==> src/rtl/extmem_pack_pkg.sv <==
// Shared types and sizing for the external-memory write packer.
package extmem_pack_pkg;

    localparam int DATA_W         = 16;
    localparam int WORDS_PER_BEAT = 4;
    localparam int ADDR_W         = 32;
    localparam int FIFO_DEPTH     = 8;
    localparam int TIMEOUT        = 16;

    localparam int LANE_W      = $clog2(WORDS_PER_BEAT);
    localparam int BEAT_ADDR_W = ADDR_W - LANE_W;
    localparam int BEAT_DATA_W = DATA_W * WORDS_PER_BEAT;

    typedef enum logic {
        EMPTY   = 1'b0,
        FILLING = 1'b1
    } pack_state_t;

    typedef struct packed {
        logic [BEAT_ADDR_W-1:0]    addr;
        logic [BEAT_DATA_W-1:0]    data;
        logic [WORDS_PER_BEAT-1:0] strb;
    } beat_t;

endpackage

==> src/rtl/pack_beat_fifo.sv <==
// Beat FIFO between the packer and the memory bus; drops on push-while-full
// (unless a pop frees the slot in the same cycle) and flags it stickily.
module pack_beat_fifo
    import extmem_pack_pkg::*;
(
    input  logic  clk,
    input  logic  rst,
    input  logic  push,
    input  beat_t push_beat,
    input  logic  pop,
    output beat_t head,
    output logic  full,
    output logic  empty,
    output logic  overflow
);

    localparam int PTR_W = $clog2(FIFO_DEPTH);

    beat_t            r_mem [FIFO_DEPTH];
    logic [PTR_W:0]   r_wr_ptr;
    logic [PTR_W:0]   r_rd_ptr;
    logic             r_overflow;
    logic             w_do_push;
    logic             w_do_pop;

    assign empty     = (r_wr_ptr == r_rd_ptr);
    assign full      = (r_wr_ptr[PTR_W] != r_rd_ptr[PTR_W]) &&
                       (r_wr_ptr[PTR_W-1:0] == r_rd_ptr[PTR_W-1:0]);
    assign w_do_pop  = pop && !empty;
    assign w_do_push = push && (!full || w_do_pop);
    assign overflow  = r_overflow;

    // Head is forced to zero when empty so the bus idles at all-zero.
    assign head = empty ? '0 : r_mem[r_rd_ptr[PTR_W-1:0]];

    always_ff @(posedge clk) begin
        if (w_do_push)
            r_mem[r_wr_ptr[PTR_W-1:0]] <= push_beat;
    end

    always_ff @(posedge clk or posedge rst) begin
        if (rst) begin
            r_wr_ptr   <= '0;
            r_rd_ptr   <= '0;
            r_overflow <= 1'b0;
        end else begin
            if (w_do_push)
                r_wr_ptr <= r_wr_ptr + 1'b1;
            if (w_do_pop)
                r_rd_ptr <= r_rd_ptr + 1'b1;
            if (push && !w_do_push)
                r_overflow <= 1'b1;
        end
    end

endmodule

==> src/rtl/extmem_write_packer.sv <==
// Coalesces consecutive word writes into strobed beats and drains them over valid/ready.
// Optional idle auto-flush: define EXTMEM_PACK_TIMEOUT_EN.
module extmem_write_packer
    import extmem_pack_pkg::*;
(
    input  logic                      clk,
    input  logic                      rst,
    input  logic                      in_we,
    input  logic [ADDR_W-1:0]         in_addr,
    input  logic [DATA_W-1:0]         in_data,
    input  logic                      flush,
    output logic                      mem_valid,
    input  logic                      mem_ready,
    output logic [BEAT_ADDR_W-1:0]    mem_addr,
    output logic [BEAT_DATA_W-1:0]    mem_data,
    output logic [WORDS_PER_BEAT-1:0] mem_strb,
    output logic                      idle,
    output logic                      overflow
);

    pack_state_t               r_state, w_state_nxt;
    logic [BEAT_ADDR_W-1:0]    r_pack_addr, w_pack_addr_nxt;
    logic [BEAT_DATA_W-1:0]    r_pack_data, w_pack_data_nxt;
    logic [WORDS_PER_BEAT-1:0] r_pack_mask, w_pack_mask_nxt;
    logic                      r_flush_pending, w_flush_pending_nxt;

    logic [LANE_W-1:0]         w_lane;
    logic [BEAT_ADDR_W-1:0]    w_beat;
    logic [WORDS_PER_BEAT-1:0] w_lane_onehot;
    logic [BEAT_DATA_W-1:0]    w_merged_data;
    logic [BEAT_DATA_W-1:0]    w_fresh_data;
    logic [WORDS_PER_BEAT-1:0] w_merged_mask;
    logic                      w_flush_eff;
    logic                      w_timeout;
    logic                      w_push;
    beat_t                     w_push_beat;
    beat_t                     w_head;
    logic                      w_fifo_full;
    logic                      w_fifo_empty;

    assign w_lane        = in_addr[LANE_W-1:0];
    assign w_beat        = in_addr[ADDR_W-1:LANE_W];
    assign w_lane_onehot = {{(WORDS_PER_BEAT-1){1'b0}}, 1'b1} << w_lane;
    assign w_merged_mask = r_pack_mask | w_lane_onehot;

    always_comb begin
        w_merged_data = r_pack_data;
        w_fresh_data  = '0;
        for (int i = 0; i < WORDS_PER_BEAT; i++) begin
            if (w_lane == LANE_W'(i)) begin
                w_merged_data[i*DATA_W +: DATA_W] = in_data;
                w_fresh_data[i*DATA_W +: DATA_W]  = in_data;
            end
        end
    end

`ifdef EXTMEM_PACK_TIMEOUT_EN
    localparam int TMO_W = $clog2(TIMEOUT + 1);
    logic [TMO_W-1:0] r_tmo_cnt;

    always_ff @(posedge clk or posedge rst) begin
        if (rst)
            r_tmo_cnt <= '0;
        else if (in_we)
            r_tmo_cnt <= TMO_W'(TIMEOUT);
        else if (r_state == FILLING && r_tmo_cnt != '0)
            r_tmo_cnt <= r_tmo_cnt - 1'b1;
    end

    // Fires in the last of TIMEOUT write-free cycles, so the push lands TIMEOUT edges after the write.
    assign w_timeout = (r_state == FILLING) && !in_we && (r_tmo_cnt == TMO_W'(1));
`else
    assign w_timeout = 1'b0;
`endif

    // A pending flush from a beat-change-plus-flush cycle acts like a fresh flush pulse.
    assign w_flush_eff = flush || r_flush_pending || w_timeout;

    always_comb begin
        w_state_nxt         = r_state;
        w_pack_addr_nxt     = r_pack_addr;
        w_pack_data_nxt     = r_pack_data;
        w_pack_mask_nxt     = r_pack_mask;
        w_flush_pending_nxt = 1'b0;
        w_push              = 1'b0;
        w_push_beat         = '{addr: r_pack_addr, data: r_pack_data, strb: r_pack_mask};
        case (r_state)
            EMPTY: begin
                if (in_we) begin
                    w_pack_addr_nxt = w_beat;
                    w_pack_data_nxt = w_fresh_data;
                    w_pack_mask_nxt = w_lane_onehot;
                    w_state_nxt     = FILLING;
                end
            end
            FILLING: begin
                if (in_we && w_beat == r_pack_addr) begin
                    w_pack_data_nxt = w_merged_data;
                    w_pack_mask_nxt = w_merged_mask;
                    if (&w_merged_mask || w_flush_eff) begin
                        w_push          = 1'b1;
                        w_push_beat     = '{addr: r_pack_addr, data: w_merged_data, strb: w_merged_mask};
                        w_pack_mask_nxt = '0;
                        w_state_nxt     = EMPTY;
                    end
                end else if (in_we) begin
                    w_push              = 1'b1;
                    w_pack_addr_nxt     = w_beat;
                    w_pack_data_nxt     = w_fresh_data;
                    w_pack_mask_nxt     = w_lane_onehot;
                    w_flush_pending_nxt = w_flush_eff;
                end else if (w_flush_eff) begin
                    w_push          = 1'b1;
                    w_pack_mask_nxt = '0;
                    w_state_nxt     = EMPTY;
                end
            end
            default: w_state_nxt = EMPTY;
        endcase
    end

    always_ff @(posedge clk or posedge rst) begin
        if (rst) begin
            r_state         <= EMPTY;
            r_pack_addr     <= '0;
            r_pack_data     <= '0;
            r_pack_mask     <= '0;
            r_flush_pending <= 1'b0;
        end else begin
            r_state         <= w_state_nxt;
            r_pack_addr     <= w_pack_addr_nxt;
            r_pack_data     <= w_pack_data_nxt;
            r_pack_mask     <= w_pack_mask_nxt;
            r_flush_pending <= w_flush_pending_nxt;
        end
    end

    pack_beat_fifo u_fifo (
        .clk       (clk),
        .rst       (rst),
        .push      (w_push),
        .push_beat (w_push_beat),
        .pop       (mem_ready),
        .head      (w_head),
        .full      (w_fifo_full),
        .empty     (w_fifo_empty),
        .overflow  (overflow)
    );

    assign mem_valid = !w_fifo_empty;
    assign mem_addr  = w_head.addr;
    assign mem_data  = w_head.data;
    assign mem_strb  = w_head.strb;
    assign idle      = (r_state == EMPTY) && w_fifo_empty && !r_flush_pending;

endmodule
==> config.mk <==
export PLATFORM = sky130hd
export DESIGN_NAME = extmem_write_packer
export DESIGN_NICKNAME = d
export VERILOG_FILES = /design/src/rtl/extmem_pack_pkg.sv /design/src/rtl/pack_beat_fifo.sv /design/src/rtl/extmem_write_packer.sv
export SDC_FILE = /design/constraint.sdc
export NUM_CORES = 1
export LEC_CHECK = 0
export CORE_UTILIZATION = 30
export DETAILED_ROUTE_END_ITERATION = 7
export PLACE_DENSITY = 0.52
export SETUP_SLACK_MARGIN = 0.4
export SLEW_MARGIN = 20
export SYNTH_ARGS = -nofsm -noshare
export SYNTH_HDL_FRONTEND = slang
export SYNTH_SLANG_ARGS = --single-unit
==> constraint.sdc <==
create_clock -name clk -period 30.8 [get_ports clk]
set_clock_uncertainty 0.05 [all_clocks]
set_input_delay 9.24 -clock clk [delete_from_list [all_inputs] [get_ports clk]]
set_output_delay 9.24 -clock clk [all_outputs]
set_load 0.05 [all_outputs]
==> results.toml <==
[placement]
place_inst = 3292
port_buffers = 153
dpl_cell_area_um2 = 38500
post-dp-hpwl_um = 50300
routabilityCongestion = 0.745

[grt]
grt_overflow = 0
grtUsageMet2 = 0.245
number_of_antenna_violations_at_the_first_check_in_global_routing = 8
groute.layer.met1.usage = 0.210
grt_usage = 0.152
gr-max-usage-layer = "met2"
via_count_of_the_first_global_routing_pass = 18100
grt_start_max_net_pins = 69
grtUsageMet3 = 0.0273
grt_first_pass_wirelength_um = 129000

[cts]
tritoncts.num_buffers = 96
clockBufferDepth = 3
cts_root_buf = "sky130_fd_sc_hd__clkbuf_16"
cts_resized = 0
insertion_delay_ns = 0.66
clock-sinks = 893
cts_max_level = 3
post_cts_buffers = 0
number_of_buffers_inserted_by_hold_repair_at_cts = 0
cts_tree = "yes"
cts.reportedPaths.clkPinSlew_ns = 0.06

[final_layout]
nNetsFinal = 1921
drive_gt1_frac = 0.230
final-instance-count-excl-fill = 3470
post_route_design_area_um2 = 41600
antennaDiodeCount = 0
core_utilization_of_the_finished_layout = 0.359
area_growth_syn_to_layout_pct = 18.6

[die]
die_y_um = 344
start_util = 0.302
floorplan.die.width_um = 344
ios = 154
placeableCoreArea_um2 = 116000
placementRows = 125
floorplan.die_area_um2 = 118000

[logic_synthesis]
post-synth-top-count-cell = "sky130_fd_sc_hd__edfxtp_1"
synthTopCellsByArea = "sky130_fd_sc_hd__edfxtp_1 67%, sky130_fd_sc_hd__mux4_2 13%, sky130_fd_sc_hd__dfrtp_1 7.8%, sky130_fd_sc_hd__mux2i_1 2.8%, sky130_fd_sc_hd__a22o_1 1.7%"
synth.top_cells.by_count = "784 x sky130_fd_sc_hd__edfxtp_1, 196 x sky130_fd_sc_hd__mux4_2, 109 x sky130_fd_sc_hd__dfrtp_1, 101 x sky130_fd_sc_hd__nor2_1, 98 x sky130_fd_sc_hd__mux2i_1"
synthCells = 1671
ys_seq_area_frac = 0.749
synthesis.area_per_instance_um2 = 21.0
yosysUniqueCellTypes = 44
synthDominantAreaCellType = "sky130_fd_sc_hd__edfxtp_1"
synthArstFlopShare = 0.122
yosys_most_used_dff = "sky130_fd_sc_hd__edfxtp_1"
synth.yosys.warnings = 0
synthesis.area_um2 = 35100
synth_largest_type_area_fraction = 0.671
synth.net_count = 1726
synth-edff-count = 784
ys_seq_elements = 893

[critical_path]
endpoint_kind = "output port"
worst-setup-path-type = "reg -> out"
cp.required_ns = 21.51
worst_path_max_fanout = 68
type_of_origin_of_the_critical_path = "register"
timing.rr.start = "u_fifo.r_rd_ptr[0]"
r2r_slack_ns = 26.60
critPathCapture = "mem_data[37]"
worst-endpoint-arrival_ns = 5.03
crit_path_start = "u_fifo.r_rd_ptr[1]"
critical_path.reg2reg.endpoint = "u_fifo.r_mem[4][6]"
r2r_cell_count = 7

[power_and_ir_drop]
irDropWorstVdd_mv = 0.0921
report.power.total_mw = 4.50
power-per-cell-area_nw_per_um2 = 108
p_leak_nw = 14.0

[run]
drv.max_cap_violation_count = 0

[sta]
max_slew.worst_pin.slew_ns = 1.14
rsz0062_at_grt = "no"
timing.final.crit_share = 0.465
period_needed_ns = 14.32
setup_viol_count_final = 0
maxClockFrequency_mhz = 69.8
max_slew_margin = 0.239
setup-tns-final_ns = 0
finalHoldViolCount = 0
final_max_slew_viol_count = 0

[route]
total_routed_wirelength_um = 89500
antenna_violating_nets_post_route = 0
post_drt_wl_per_cell_um = 25.8
drc = 0
drt_iter0_markers = 1187
vias_after_detailed_routing = 17100
routed_via_count_divided_by_cell_count = 4.93
first_pass_iters = 4

[outcome]
outcome = "finished, final reports clean"

[hold_path]
timing.hold.worst.class = "reg -> reg"
worstHoldStart = "u_fifo.r_rd_ptr[3]"
where the power goes:
part	total (mW)	switching, mW	internal (mW)
combinational	1.75	1.12	0.631
sequential	1.61	0.0939	1.52
clock	1.14	0.467	0.672
layer usage:
layer,vias to the layer above,part of all wire
li1,7255,-
met1,9256,0.45
met2,450,0.48
met3,128,0.049
met4,12,0.022
met5,-,0.00089
cell usage in the layout, fill, tap and decap left out, types with 3 or more instances in the layout:
cell	n
sky130_fd_sc_hd__a22o_1	68
sky130_fd_sc_hd__and2_1	6
sky130_fd_sc_hd__buf_4	33
sky130_fd_sc_hd__bufinv_16	9
sky130_fd_sc_hd__clkbuf_1	25
sky130_fd_sc_hd__clkbuf_16	97
sky130_fd_sc_hd__clkbuf_8	7
sky130_fd_sc_hd__clkdlybuf4s50_1	153
sky130_fd_sc_hd__clkinv_1	16
sky130_fd_sc_hd__clkinv_2	17
sky130_fd_sc_hd__dfrtp_1	106
sky130_fd_sc_hd__dfrtp_4	3
sky130_fd_sc_hd__edfxtp_1	784
sky130_fd_sc_hd__inv_1	3
sky130_fd_sc_hd__mux2_1	49
sky130_fd_sc_hd__mux2_2	48
sky130_fd_sc_hd__mux2i_1	98
sky130_fd_sc_hd__mux4_2	196
sky130_fd_sc_hd__nand2_1	9
sky130_fd_sc_hd__nand3_1	6
sky130_fd_sc_hd__nand4_1	16
sky130_fd_sc_hd__nor2_1	101
sky130_fd_sc_hd__nor2_4	4
sky130_fd_sc_hd__nor4_2	5
sky130_fd_sc_hd__nor4b_2	4
sky130_fd_sc_hd__or2_2	4
sky130_fd_sc_hd__xnor2_1	38
critical path, cell delays in order, from the launching register on:
cell and delay, ns:
sky130_fd_sc_hd__dfrtp_4 0.84, sky130_fd_sc_hd__buf_4 0.62, sky130_fd_sc_hd__buf_4 0.89, sky130_fd_sc_hd__mux4_2 0.38, sky130_fd_sc_hd__mux2i_1 0.10, sky130_fd_sc_hd__nor2_1 0.51
sky130_fd_sc_hd__clkdlybuf4s50_1 0.92
metrics by stage:
step / worst slack (ns) / hold WS (ns)
floorplan: 9.72 / 0.409
global placement: 17.06 / 0.426
detailed placement: 17.07 / 0.426
CTS: 16.32 / 0.439
global route: 16.27 / 0.447
finish: 16.48 / 0.438
cells by family (layout without fill, tap and decap cells):
kind of cell               after synthesis  in the layout  synth area share
AOI/OAI and AO/OA                       82             82            0.0199
xor gates and xnor gates                40             40           0.00999
DFF                                    893            893             0.749
and+or+nand+nor                        168            168            0.0239
buffers and inverters                   95            370            0.0119
muxes                                  391            391             0.185
adders and majority gates                2              2          0.000713
final cells by class:
type | count | area [um^2]
fill | 10700 | 74400
clock buffer | 129 | 2620
clock inverter | 49 | 514
sequential | 893 | 26300
tap | 1524 | 1910
inverter | 5 | 23.8
timing repair buffer | 187 | 1790
multi-input combinational | 683 | 8470
registers in the layout, summed over array words and instances (netlist names):
name,cells
u_fifo.r_mem,784
r_pack_data,64
r_pack_addr,30
r_pack_mask,4
u_fifo.r_rd_ptr,4
u_fifo.r_wr_ptr,4
r_flush_pending,1
r_state,1
u_fifo.overflow,1
how the worst min path moves through the flow:
stage                         endpoint  slack (ns)  depth (start not counted)
global placement       r_pack_data[46]        0.43                          1
finish              u_fifo.r_rd_ptr[3]        0.44                          1
global route        u_fifo.r_rd_ptr[3]        0.45                          1
floorplan              r_pack_data[23]        0.41                          1
CTS                 u_fifo.r_rd_ptr[3]        0.44                          1
detailed placement     r_pack_data[40]        0.43                          1
(Power assumes the default switching activity.)
